<file path="src/rtl/id_ex_forward_stage.sv">
// id_ex_forward_stage
//   ID/EX pipeline register for the five-stage 64-bit pipeline, with
//   write-back bypass at capture, EX-stage operand forwarding and load-use
//   hazard detection. X31 is the zero register and reads as 0 on every path.
//
// Ports
//   clk, reset            pipeline clock, synchronous active-high reset
//   flush                 squash the instruction entering EX
//   id_*                  ID-stage operands, register numbers and control
//   exmem_*, memwb_*      downstream write-back candidates for forwarding
//   stall                 hold PC and IF/ID this cycle (combinational)
//   ex_*                  registered EX state and forwarded operands
//   bubble_count          saturating count of hazard/flush bubbles
module id_ex_forward_stage (
  input  logic        clk,
  input  logic        reset,
  input  logic        flush,
  input  logic        id_valid,
  input  logic [4:0]  id_ReadRegister1,
  input  logic [4:0]  id_ReadRegister2,
  input  logic [63:0] id_ReadData1,
  input  logic [63:0] id_ReadData2,
  input  logic [4:0]  id_Rd,
  input  logic [63:0] id_Imm,
  input  logic [63:0] id_PC,
  input  logic        id_RegWrite,
  input  logic        id_MemRead,
  input  logic        id_MemWrite,
  input  logic        id_MemToReg,
  input  logic        id_ALUSrc,
  input  logic [2:0]  id_ALUOp,
  input  logic        exmem_RegWrite,
  input  logic [4:0]  exmem_Rd,
  input  logic [63:0] exmem_Result,
  input  logic        memwb_RegWrite,
  input  logic [4:0]  memwb_Rd,
  input  logic [63:0] memwb_Data,
  output logic        stall,
  output logic        ex_valid,
  output logic [63:0] ex_OpA,
  output logic [63:0] ex_OpB,
  output logic [63:0] ex_StoreData,
  output logic [4:0]  ex_Rd,
  output logic [63:0] ex_Imm,
  output logic [63:0] ex_PC,
  output logic        ex_RegWrite,
  output logic        ex_MemRead,
  output logic        ex_MemWrite,
  output logic        ex_MemToReg,
  output logic [2:0]  ex_ALUOp,
  output logic [15:0] bubble_count
);

  localparam logic [4:0] ZERO_REG = 5'd31;

  logic        ex_valid_q,     ex_valid_d;
  logic [4:0]  ex_rs1_q,       ex_rs1_d;
  logic [4:0]  ex_rs2_q,       ex_rs2_d;
  logic [63:0] ex_data1_q,     ex_data1_d;
  logic [63:0] ex_data2_q,     ex_data2_d;
  logic [4:0]  ex_rd_q,        ex_rd_d;
  logic [63:0] ex_imm_q,       ex_imm_d;
  logic [63:0] ex_pc_q,        ex_pc_d;
  logic        ex_regwrite_q,  ex_regwrite_d;
  logic        ex_memread_q,   ex_memread_d;
  logic        ex_memwrite_q,  ex_memwrite_d;
  logic        ex_memtoreg_q,  ex_memtoreg_d;
  logic        ex_alusrc_q,    ex_alusrc_d;
  logic [2:0]  ex_aluop_q,     ex_aluop_d;
  logic [15:0] bubble_count_q, bubble_count_d;

  logic        hz;
  logic        load_bubble;
  logic [63:0] fwd1, fwd2;

  // Value seen by a source register at capture: the regfile output, unless
  // MEM/WB is writing that same register this cycle.
  function automatic logic [63:0] wb_bypass(input logic [4:0]  src,
                                            input logic [63:0] rf_data,
                                            input logic        wb_we,
                                            input logic [4:0]  wb_rd,
                                            input logic [63:0] wb_data);
    if (src == ZERO_REG)                  return 64'd0;
    else if (wb_we && (wb_rd == src))     return wb_data;
    else                                  return rf_data;
  endfunction

  // EX-stage forwarding: EX/MEM beats MEM/WB beats the latched value.
  function automatic logic [63:0] ex_fwd(input logic [4:0]  src,
                                         input logic [63:0] latched,
                                         input logic        em_we,
                                         input logic [4:0]  em_rd,
                                         input logic [63:0] em_data,
                                         input logic        wb_we,
                                         input logic [4:0]  wb_rd,
                                         input logic [63:0] wb_data);
    if (src == ZERO_REG)                  return 64'd0;
    else if (em_we && (em_rd == src))     return em_data;
    else if (wb_we && (wb_rd == src))     return wb_data;
    else                                  return latched;
  endfunction

  always_comb begin
    hz = id_valid && ex_valid_q && ex_memread_q && ex_regwrite_q &&
         (ex_rd_q != ZERO_REG) &&
         ((ex_rd_q == id_ReadRegister1) || (ex_rd_q == id_ReadRegister2));
    // Reset gates stall because EX state is undefined until the first edge.
    stall       = hz && !flush && !reset;
    load_bubble = flush || hz || !id_valid;
  end

  always_comb begin
    // Bubble defaults; sources point at X31 so the operands read 0.
    ex_valid_d     = 1'b0;
    ex_rs1_d       = ZERO_REG;
    ex_rs2_d       = ZERO_REG;
    ex_data1_d     = 64'd0;
    ex_data2_d     = 64'd0;
    ex_rd_d        = ZERO_REG;
    ex_imm_d       = 64'd0;
    ex_pc_d        = 64'd0;
    ex_regwrite_d  = 1'b0;
    ex_memread_d   = 1'b0;
    ex_memwrite_d  = 1'b0;
    ex_memtoreg_d  = 1'b0;
    ex_alusrc_d    = 1'b0;
    ex_aluop_d     = 3'd0;
    bubble_count_d = bubble_count_q;

    if (!load_bubble) begin
      ex_valid_d    = 1'b1;
      ex_rs1_d      = id_ReadRegister1;
      ex_rs2_d      = id_ReadRegister2;
      ex_data1_d    = wb_bypass(id_ReadRegister1, id_ReadData1,
                                memwb_RegWrite, memwb_Rd, memwb_Data);
      ex_data2_d    = wb_bypass(id_ReadRegister2, id_ReadData2,
                                memwb_RegWrite, memwb_Rd, memwb_Data);
      ex_rd_d       = id_Rd;
      ex_imm_d      = id_Imm;
      ex_pc_d       = id_PC;
      ex_regwrite_d = id_RegWrite;
      ex_memread_d  = id_MemRead;
      ex_memwrite_d = id_MemWrite;
      ex_memtoreg_d = id_MemToReg;
      ex_alusrc_d   = id_ALUSrc;
      ex_aluop_d    = id_ALUOp;
    end

    // Only hazard/flush bubbles are counted, not idle ID slots.
    if ((flush || hz) && (bubble_count_q != 16'hFFFF))
      bubble_count_d = bubble_count_q + 16'd1;
  end

  always_ff @(posedge clk) begin
    if (reset) begin
      ex_valid_q     <= 1'b0;
      ex_rs1_q       <= ZERO_REG;
      ex_rs2_q       <= ZERO_REG;
      ex_data1_q     <= 64'd0;
      ex_data2_q     <= 64'd0;
      ex_rd_q        <= ZERO_REG;
      ex_imm_q       <= 64'd0;
      ex_pc_q        <= 64'd0;
      ex_regwrite_q  <= 1'b0;
      ex_memread_q   <= 1'b0;
      ex_memwrite_q  <= 1'b0;
      ex_memtoreg_q  <= 1'b0;
      ex_alusrc_q    <= 1'b0;
      ex_aluop_q     <= 3'd0;
      bubble_count_q <= 16'd0;
    end else begin
      ex_valid_q     <= ex_valid_d;
      ex_rs1_q       <= ex_rs1_d;
      ex_rs2_q       <= ex_rs2_d;
      ex_data1_q     <= ex_data1_d;
      ex_data2_q     <= ex_data2_d;
      ex_rd_q        <= ex_rd_d;
      ex_imm_q       <= ex_imm_d;
      ex_pc_q        <= ex_pc_d;
      ex_regwrite_q  <= ex_regwrite_d;
      ex_memread_q   <= ex_memread_d;
      ex_memwrite_q  <= ex_memwrite_d;
      ex_memtoreg_q  <= ex_memtoreg_d;
      ex_alusrc_q    <= ex_alusrc_d;
      ex_aluop_q     <= ex_aluop_d;
      bubble_count_q <= bubble_count_d;
    end
  end

  always_comb begin
    fwd1 = ex_fwd(ex_rs1_q, ex_data1_q, exmem_RegWrite, exmem_Rd, exmem_Result,
                  memwb_RegWrite, memwb_Rd, memwb_Data);
    fwd2 = ex_fwd(ex_rs2_q, ex_data2_q, exmem_RegWrite, exmem_Rd, exmem_Result,
                  memwb_RegWrite, memwb_Rd, memwb_Data);
  end

  assign ex_OpA       = fwd1;
  assign ex_OpB       = ex_alusrc_q ? ex_imm_q : fwd2;
  assign ex_StoreData = fwd2;
  assign ex_valid     = ex_valid_q;
  assign ex_Rd        = ex_rd_q;
  assign ex_Imm       = ex_imm_q;
  assign ex_PC        = ex_pc_q;
  assign ex_RegWrite  = ex_regwrite_q;
  assign ex_MemRead   = ex_memread_q;
  assign ex_MemWrite  = ex_memwrite_q;
  assign ex_MemToReg  = ex_memtoreg_q;
  assign ex_ALUOp     = ex_aluop_q;
  assign bubble_count = bubble_count_q;

endmodule

</file>
<file path="config.mk">
export PLATFORM = sky130hd
export DESIGN_NAME = id_ex_forward_stage
export DESIGN_NICKNAME = d
export VERILOG_FILES = /design/src/rtl/id_ex_forward_stage.sv
export SDC_FILE = /design/constraint.sdc
export NUM_CORES = 1
export LEC_CHECK = 0
export CAP_MARGIN = 20
export CORE_AREA = 8 8 295 297
export CTS_CLUSTER_DIAMETER = 100
export DETAILED_ROUTE_END_ITERATION = 10
export DIE_AREA = 0 0 303 305
export PLACE_DENSITY = 0.54
export SLEW_MARGIN = 40
export SYNTH_ARGS = -nofsm -noshare
export SYNTH_HDL_FRONTEND = slang
export SYNTH_SLANG_ARGS = --single-unit
</file>
<file path="constraint.sdc">
create_clock -name clk -period 2.56 [get_ports clk]
set_input_delay 0.256 -clock clk [delete_from_list [all_inputs] [get_ports clk]]
set_output_delay 0.256 -clock clk [all_outputs]
set_load 0.005 [all_outputs]
</file>
==> flow_summary.yaml <==
drt:
  dr.pass1.iters: 5
  drt_wl_total_um: 86400
  drtAntennaViolNets: 0
  drc_errors: 0
  dr.first_iter.drc_count: 871
  viasPerCell: 4.20
  wl_per_cell_um: 23.5
  vias: 15416
synth:
  synth-seq-cells: 296
  ys_types: 35
  synth_area_per_cell_um2: 8.91
  yosys.area.top_type: "dfxtp_1"
  synth_top_area_share_pct: 42.8
  synth_area_leaders: "dfxtp_1 (43%), mux2i_1 (9.2%), nand2_1 (7.3%)"
  async_reset_ff_share_pct: 0
  synthFlopType: "dfxtp_1"
  syn_inst: 1555
  syn-cell-area_um2: 13900
  synth_compound_area_share_pct: 15.3
  synth-seq-area-share_pct: 42.8
  synthMuxAreaShare_pct: 14.6
  synth_fp_nets: 1979
  yosysWarnings: 0
  yosys.area_share.xor_xnor_pct: 2.53
  synth_enable_flop_cells: 0
  synth_top_family_by_area: "simple AND/OR/NAND/NOR gates"
  synth_fa_ha_area_share_pct: 0.0903
  synth-simple-area-share_pct: 20.2
grt:
  grt_max_degree: 49
  grt_overflow: 0
  grt_usage_pct: 16.0
  antenna_found_initial: 22
  grt_first_pass_wirelength_um: 110000
  grt_pass1_vias: 15286
die:
  start_util_pct: 16.8
  design.core.area_um2: 82600
  die-area_um2: 92400
  fp.dieW_um: 303
  num_rows: 106
  ios: 773
  die_h_um: 305
place:
  place_area_um2: 24200
  place_hpwl_um: 62500
  place.gp.congestion: 0.834
  dpl.cell_count: 3452
  io_buffer_count: 772
setup_path:
  crit_chain: "buf_6 > xor2_2 > nor4_4 > buf_4 > nand3_4 > buf_6 > buf_16 > buf_16 > a211oi_4 > mux2_1 > clkdlybuf4s50_1"
  critPathKind: "reg -> out"
  path_max_fanout: 6
  arrival_ps: 3210
  ff2ff_setup_slack_ps: 510
  slowest_stage: "clkdlybuf4s50_1"
  reg2reg_to: "bubble_count[5]"
  r2r-start: "bubble_count[2]"
  slowest_delay_ps: 500
  worstSetupStartpointType: "register"
  end_kind: "primary output"
  worstPathRequired_ps: 2300
  rr_worst_depth: 7
clock_network:
  clk_latency_ps: 550
  clock-sinks: 296
  cts_tree: "built"
  cts_htree_levels: 2
  clk_pin_slew_ps: 60
  cts_root_buffer: "clkbuf_16"
  cts_buffers: 41
  cts_buffer_depth: 3
timing:
  drv_slew: 0
  fin_crit_ps: 3470
  layout_setup_ws_ps: -905
  tightest_slew_ps: 421
  finalCritPeriodShare_pct: 135
  final.setup_skew_ps: 17.7
  hold_violations: 0
  max_slew_margin_pct: 71.7
  rsz0062_at_grt: "true"
  setup_viol: 192
  fmax_mhz: 289
run_status:
  status: "complete, but fails checks"
  violations: "negative setup slack"
finish:
  drive_gt1_share_pct: 32.6
  post-route-util_pct: 34.5
  stdcell_count: 3669
  stdcell_area_um2: 28500
  fillers: 8424
  syn_to_final_growth_pct: 106
  nets: 2975
run:
  maxCapViolCount: 0
min_path:
  min_from: "id_ALUSrc"
  worstHoldPathCells: 2
  hold_path_end: "ex_alusrc_q"
  hold_path.class: "in -> reg"
power:
  power_density_nw_per_um2: 440
  leakage_nw: 11.1
  ir_drop_v: 0.000459
==> how the worst max path moves through the flow <==
stage	to	from	slack, ps	depth (start not counted)
after floorplan	ex_OpB[10]	ex_rs2_q[1]	480	8
after global placement	ex_OpB[57]	exmem_Rd[2]	-840	12
after global routing	ex_OpB[48]	ex_rs2_q[3]	-1000	12
after CTS	ex_OpB[31]	ex_rs2_q[1]	-960	11
after detailed placement	ex_OpB[60]	exmem_Rd[2]	-910	12
final	ex_OpB[29]	ex_rs2_q[3]	-910	11
==> cells in the final DEF (no fill, tap or decap), types with 11 or more instances in the layout <==
cell type        netlist  routed
clkdlybuf4s50_1        0     597
dfxtp_1              296     284
nand2_1              270     270
buf_4                  7     175
a21oi_1              143     143
and2_1               136     136
buf_2                  8      92
mux2i_1              128      71
a211oi_2              64      61
clkbuf_16              0      58
buf_6                  0      58
a211oi_4               0      56
nor2_4                 0      53
buf_12                 7      52
nor2_1               134      50
clkbuf_2               0      43
mux2_1                62      34
nor2_2                 0      31
mux2i_2                0      29
mux2_4                 0      29
mux2i_4                0      28
dlymetal6s2s_1         0      21
xor2_1                24      20
buf_8                  0      18
xnor2_1               16      16
nand2b_1              15      15
nand3_1               16      12
diode_2                0      11
o31ai_1               11      11
a211oi_1              64      11
==> through the flow <==
stage | TNS (ps) | worst slack (ps) | hold WS (ps) | total power, mW
floorplan | 0 | 475 | 357 | 5.36
global placement | -128660 | -841 | 484 | 6.77
detailed placement | -138320 | -910 | 484 | 6.77
CTS | -133070 | -962 | 201 | 12.5
global route | -112680 | -1000 | 222 | 13.1
finish | -90880 | -905 | 254 | 12.6
==> worst max-delay path, delay by kind of cell, from the launching register on <==
kind / cells / cell delay [ps]
AOI/OAI and AO/OA: 1 / 330
xor gates and xnor gates: 1 / 180
buffers and inverters: 6 / 1240
DFF: 1 / 330
muxes: 1 / 180
and+or+nand+nor: 2 / 380
==> state kept, by name (all words and copies together), names as in the netlist <==
| signal | cells |
|---|---|
| ex_MemRead | 1 |
| ex_ALUOp | 3 |
| ex_valid | 1 |
| ex_MemToReg | 1 |
| ex_alusrc_q | 1 |
| ex_RegWrite | 1 |
| ex_rs2_q | 5 |
| ex_Rd | 5 |
| bubble_count | 16 |
| ex_rs1_q | 5 |
| ex_MemWrite | 1 |
| ex_PC | 64 |
| ex_data1_q | 64 |
| ex_Imm | 64 |
| ex_data2_q | 64 |
==> cells by family after synthesis <==
family,Yosys count
simple gates,610
flops,296
compound gates,290
mux,194
buf+inv,124
xor+xnor,40
fa+ha+maj,1
==> final cells by class <==
class                           instances  area, um^2  share of cell area (%)
Inverter                                1        3.75                  0.0132
Sequential cell                       296        5950                    20.8
Timing Repair Buffer                 1076       10700                    37.5
Clock inverter                         11        80.1                   0.281
Antenna cell                           11        27.5                  0.0965
Multi-Input combinational cell       1135        9210                    32.3
Clock buffer                           59        1230                    4.30
Tap cell                             1080        1350                    4.74
==> power breakdown <==
group          internal (mW)  total [mW]  leakage (nW)  switching, mW
logic                   1.19        2.13          8.09          0.931
registers               4.73        4.81          2.40         0.0732
clock network           3.33        5.63         0.637           2.30
total                   9.26        12.6          11.1           3.31
==> what timing repair did <==
item	in CTS	in global routing
hold buffers	0	0
pin swaps	9	62
setup endpoints to repair	193	193
resized for setup	183	797
setup buffers	5	116
gates cloned	0	20
==> routing by layer <==
| metal | track usage [%] | vias up | part of all wire (%) |
|---|---|---|---|
| met3 | 5.54 | 113 | 8.8 |
| li1 | - | 7291 | - |
| met1 | 17.8 | 7357 | 39 |
| met2 | 29.1 | 641 | 49 |
| met4 | 3.43 | 14 | 2.6 |
| met5 | 0 | - | 0.098 |
==> synthesized netlist by cell type, types with 7 or more instances <==
cell,instances
xnor2_1,16
buf_2,8
mux2_1,62
nor2_1,134
and2_1,136
dfxtp_1,296
buf_12,7
buf_1,17
buf_4,7
a211oi_2,64
nand3_1,16
mux2i_1,128
o31ai_1,11
a21oi_1,143
xor2_1,24
and3_1,9
nor4_1,8
or4_1,10
clkbuf_1,84
nand2b_1,15
nand2_1,270
a211oi_1,64
Note: power is estimated with default switching activity, not from simulation.
